<file path="src/rtl/ifetch_queue.sv">
// Instruction-fetch queue: issues PCs to an in-order instruction memory and returns {pc, instr} to decode in program order.
// A flush discards queued entries and counts in-flight reads so their late responses are dropped.
module ifetch_queue #(
   parameter int WIDTH = 32,
   parameter int DEPTH = 4
) (
   input  logic             clk,
   input  logic             rst,
   input  logic [WIDTH-1:0] i_req_pc,
   input  logic             i_req_valid,
   output logic             o_req_ready,
   input  logic             i_flush,
   output logic             o_mem_req,
   output logic [WIDTH-1:0] o_mem_addr,
   input  logic             i_mem_rvalid,
   input  logic [WIDTH-1:0] i_mem_rdata,
   output logic             o_instr_valid,
   input  logic             i_instr_ready,
   output logic [WIDTH-1:0] o_instr_out,
   output logic [WIDTH-1:0] o_instr_pc
);
   localparam int AW = $clog2(DEPTH);
   localparam int PW = AW + 1;

   logic [PW-1:0]    r_alloc, r_fill, r_rd, r_drop;
   logic [DEPTH-1:0] r_filled;
   logic [WIDTH-1:0] r_pc   [DEPTH];
   logic [WIDTH-1:0] r_data [DEPTH];

   logic [AW-1:0] w_alloc_idx, w_fill_idx, w_rd_idx;
   logic [PW-1:0] w_occ, w_infl, w_drop_flush;
   logic [PW:0]   w_drop_sum, w_drop_sub;
   logic          w_accept, w_keep, w_pop;

   assign w_alloc_idx = r_alloc[AW-1:0];
   assign w_fill_idx  = r_fill[AW-1:0];
   assign w_rd_idx    = r_rd[AW-1:0];
   assign w_occ       = r_alloc - r_rd;
   assign w_infl      = r_alloc - r_fill;

   assign o_req_ready   = !rst && !i_flush && (w_occ < PW'(DEPTH));
   assign o_mem_req     = i_req_valid && o_req_ready;
   assign o_mem_addr    = i_req_pc;
   assign o_instr_valid = !rst && !i_flush && r_filled[w_rd_idx] && (w_occ != '0);
   assign o_instr_out   = r_data[w_rd_idx];
   assign o_instr_pc    = r_pc[w_rd_idx];

   assign w_accept = o_mem_req;
   assign w_keep   = i_mem_rvalid && (r_drop == '0) && (w_infl != '0);
   assign w_pop    = o_instr_valid && i_instr_ready;

   // A response arriving in the flush cycle is already consumed, so it is not counted as pending.
   assign w_drop_sum   = {1'b0, r_drop} + {1'b0, w_infl};
   assign w_drop_sub   = w_drop_sum - (PW+1)'(i_mem_rvalid && (w_drop_sum != '0));
   assign w_drop_flush = (w_drop_sub > (PW+1)'(DEPTH)) ? PW'(DEPTH) : w_drop_sub[PW-1:0];

   always_ff @(posedge clk) begin
      if (rst) begin
         r_alloc  <= '0;
         r_fill   <= '0;
         r_rd     <= '0;
         r_drop   <= '0;
         r_filled <= '0;
      end else if (i_flush) begin
         r_alloc  <= '0;
         r_fill   <= '0;
         r_rd     <= '0;
         r_drop   <= w_drop_flush;
         r_filled <= '0;
      end else begin
         if (i_mem_rvalid && (r_drop != '0))
            r_drop <= r_drop - PW'(1);
         if (w_accept) begin
            r_filled[w_alloc_idx] <= 1'b0;
            r_alloc               <= r_alloc + PW'(1);
         end
         if (w_keep) begin
            r_filled[w_fill_idx] <= 1'b1;
            r_fill               <= r_fill + PW'(1);
         end
         if (w_pop) begin
            r_filled[w_rd_idx] <= 1'b0;
            r_rd               <= r_rd + PW'(1);
         end
      end
   end

   always_ff @(posedge clk) begin
      if (w_accept)
         r_pc[w_alloc_idx] <= i_req_pc;
      if (w_keep && !i_flush && !rst)
         r_data[w_fill_idx] <= i_mem_rdata;
   end
endmodule
</file>
<file path="config.mk">
export PLATFORM = sky130hd
export DESIGN_NAME = ifetch_queue
export DESIGN_NICKNAME = d
export VERILOG_FILES = /design/src/rtl/ifetch_queue.sv
export SDC_FILE = /design/constraint.sdc
export NUM_CORES = 1
export LEC_CHECK = 0
export CORE_MARGIN = 10
export CORE_UTILIZATION = 40
export CTS_CLUSTER_DIAMETER = 100
export DETAILED_ROUTE_END_ITERATION = 10
export GPL_TIMING_DRIVEN = 0
export PLACE_DENSITY = 0.6
export SLEW_MARGIN = 5
export SYNTH_ARGS = -nofsm -noshare
export SYNTH_HDL_FRONTEND = slang
export SYNTH_SLANG_ARGS = --single-unit
</file>
<file path="constraint.sdc">
create_clock -name clk -period 7.4 [get_ports clk]
set_input_delay 1.11 -clock clk [delete_from_list [all_inputs] [get_ports clk]]
set_output_delay 1.11 -clock clk [all_outputs]
set_load 0.1 [all_outputs]
</file>
==> impl_metrics.csv <==
group,metric,value,unit
finish,diodes,0,
setup_path,cp-start-kind,"flop",
finish,area_growth,28.7,%
sta,finalHoldViolations,0,
synthesis,synth_ff_type,"edfxtp_1",
hold_path,hold_path_depth,2,
setup_path,r2r_setup_slack,3090,ps
global_routing,track_usage,12.9,%
clocking,clock-sinks,274,
placed_design,placed_cells,1044,
sta,setup_ws,2300,ps
floorplanning,core,26800,um2
floorplanning,die_x,185,um
sta,finalCriticalPeriod,5100,ps
detailed_routing,post_drt_wl_per_cell,20.6,um
sta,rsz0062_at_grt,"false",
hold_path,hp-class,"reg2reg",
floorplanning,rows,60,
sta,slew_violations,0,
setup_path,critical_path.max_stage_delay,1010,ps
placed_design,gp_congestion,0.758,
setup_path,rr_startpoint,"r_alloc[0]",
setup_path,worstPathRequired,6290,ps
global_routing,antenna_found_initial,1,
hold_path,hp-start,"r_filled[2]",
finish,final_cell_mix,"edfxtp_1 (256), clkdlybuf4s50_1 (168), mux4_2 (64), buf_4 (32), clkbuf_16 (27)",
floorplanning,ioPinCount,169,
synthesis,postSynthCellCount,527,
detailed_routing,drtIter0Drc,274,
global_routing,grt_max_degree,27,
synthesis,ys_seq_elements,274,
detailed_routing,num_vias,5507,
clocking,cts.path.max_buffers,3,
floorplanning,fp.dieH,185,um
setup_path,critPathKind,"reg2out",
hold_path,holdPathEnd,"r_filled[2]",
outcome,status,"finished, final reports clean",
global_routing,grt_pass1_vias,6159,
setup_path,slowest_stage,"clkdlybuf4s50_1",
floorplanning,die_area,34100,um2
finish,num-nets-final,826,
sta,finClkSkew,8.70,ps
power_and_ir_drop,power,3.30,mW
setup_path,rr_worst_depth,16,
synthesis,synth_area,10800,um2
clocking,numCtsBuffers,27,
global_routing,grt_overflow_total,0,
synthesis,synth_seq_area_share,74.3,%
synthesis,async_flop_share,0,%
power_and_ir_drop,vdd_drop_max,0.000170,V
placed_design,pre_cts_slack,2450,ps
detailed_routing,drc,0,
setup_path,crit_arrival,3990,ps
setup_path,critPathBufInv,4,
synthesis,synth_cell_types,47,
synthesis,syn_nets,621,
setup_path,cp_common_cell,"inv_1",
finish,design_area,13900,um2
floorplanning,start_util,40.4,%
setup_path,regToRegEndpoint,"r_drop[1]",
sta,finalSetupViolations,0,
detailed_routing,final_antenna_net_count,0,
global_routing,grt_pass1_wl,34300,um
finish,fillers,2125,
power_and_ir_drop,power.leakage,4.50,nW
synthesis,ys.warnings.count,0,
run,maxCapViolations,0,
sta,setup_tns,0,ps
setup_path,worstSetupEndpointType,"output port",
power_and_ir_drop,power_density,237,nW/um2
clocking,htree_num_levels,1,
finish,final_cells,1089,
finish,final_common_cell,"edfxtp_1",
detailed_routing,viasPerCell,5.06,
setup_path,crit_family,"buffers and inverters",
sta,finalCritPeriodShare,68.9,%
placed_design,dp_hpwl,15300,um
clocking,clock_latency,510,ps
clocking,cts_resized,0,
clocking,tritoncts,"yes",
sta,relSlewSlack,29.6,%
setup_path,path_cells,"inv_1 -> ha_1 -> nand2b_1 -> and3_2 -> o211ai_1 -> clkbuf_1 -> inv_1 -> clkdlybuf4s50_1",
placed_design,port_buffers,168,
setup_path,cp_max_fo,10,
clocking,cts_root_buf,"clkbuf_16",
finish,layout-drive-gt1-share,21.4,%
synthesis,synth-edff-count,256,
clocking,postCtsSetupBuffers,0,
clocking,ctsHoldBuffers,0,
synthesis,synth.avg_cell_area,20.6,um2
detailed_routing,routed_wirelength,22400,um
sta,fmax,0.196,GHz
sta,worst_slew_pin_slew,1050,ps
detailed_routing,first_pass_iters,4,
clocking,clkTransAtPathRegs,60,ps
placed_design,place_area,13100,um2
cell usage after synthesis, types with 4 or more instances:
| cell | n | area, um2 |
|---|---|---|
| a21oi_1 | 7 | 35.0 |
| a221oi_1 | 4 | 35.0 |
| and3_1 | 4 | 25.0 |
| buf_2 | 7 | 35.0 |
| buf_4 | 32 | 240 |
| clkbuf_1 | 10 | 37.5 |
| dfxtp_1 | 18 | 360 |
| edfxtp_1 | 256 | 7690 |
| ha_1 | 22 | 275 |
| inv_1 | 22 | 82.6 |
| mux4_2 | 64 | 1440 |
| nand2_1 | 6 | 22.5 |
| nand3_1 | 5 | 25.0 |
| nor2_1 | 16 | 60.1 |
| o21ai_0 | 7 | 35.0 |
| xnor2_1 | 6 | 52.6 |
power breakdown:
part           internal [mW]  switching (mW)
clock network          0.729           0.523
registers               1.71         0.00608
logic                  0.118           0.220
worst max-delay path by stage:
stage | start | end | slack, ps | cells after the start
CTS | r_rd[1] | o_mem_req | 2270 | 8
detailed placement | i_flush | o_mem_req | 2450 | 6
floorplan | rst | o_instr_valid | 2360 | 3
global placement | i_flush | r_pc[2][5] | 1960 | 5
finish | r_rd[1] | o_mem_req | 2300 | 8
global route | r_rd[1] | o_mem_req | 2070 | 8
flip-flops by register name (all words and copies together), names as in the netlist, named ones only:
| name | flops |
|---|---|
| r_data | 128 |
| r_pc | 128 |
| r_filled | 4 |
| r_rd | 3 |
| r_alloc | 3 |
| r_drop | 3 |
| r_fill | 3 |
through the flow:
step	utilization [%]	hold slack (ps)
detailed placement	49.0	495
floorplan	-	467
global route	52.0	522
CTS	52.0	504
finish	52.0	503
global placement	48.3	494
cells by family (layout without fill, tap and decap cells):
| kind of cell | after synthesis | count (layout) | synth area share, % |
|---|---|---|---|
| AO/OA/AOI/OAI | 34 | 34 | 2.38 |
| buffers and inverters | 72 | 293 | 3.69 |
| multiplexers | 68 | 68 | 13.7 |
| flip-flops | 274 | 274 | 74.3 |
| AND/OR/NAND/NOR | 46 | 46 | 2.23 |
| adder cells (fa/ha/maj) | 24 | 24 | 2.91 |
| XOR/XNOR | 9 | 9 | 0.797 |
final cells by class:
cell class	instances	area, um2	share of cell area, %
inverter	22	82.6	0.593
clock buffer	32	694	4.98
multi-input combinational	181	2420	17.4
buffer	50	317	2.27
sequential	274	8050	57.8
timing repair buffer	176	1840	13.2
clock inverter	13	105	0.754
tap	341	427	3.06
worst register-to-register path, cell delays in order, from the launching register on:
cell      delay [ps]
dfxtp_1          350
inv_1            170
ha_1             170
inv_1             50
fa_1             380
xor2_1           270
xnor2_1          210
ha_1             320
xnor2_1          530
nor3b_1          100
a21boi_0         200
ha_1             200
ha_1             260
or4_1            540
nor2_1           150
a21oi_1           60
a311oi_1         270
per-layer routing:
metal	GRT usage [%]	vias up	wire length, um	part of all wire, %
li1	-	2510	-	-
met3	3.07	28	1480	6.6
met4	3.31	2	342	1.5
met1	15.8	2822	9350	42
met2	22.5	145	11200	50
met5	0	-	10	0.045
No activity file was read; power rests on OpenSTA's default activity.
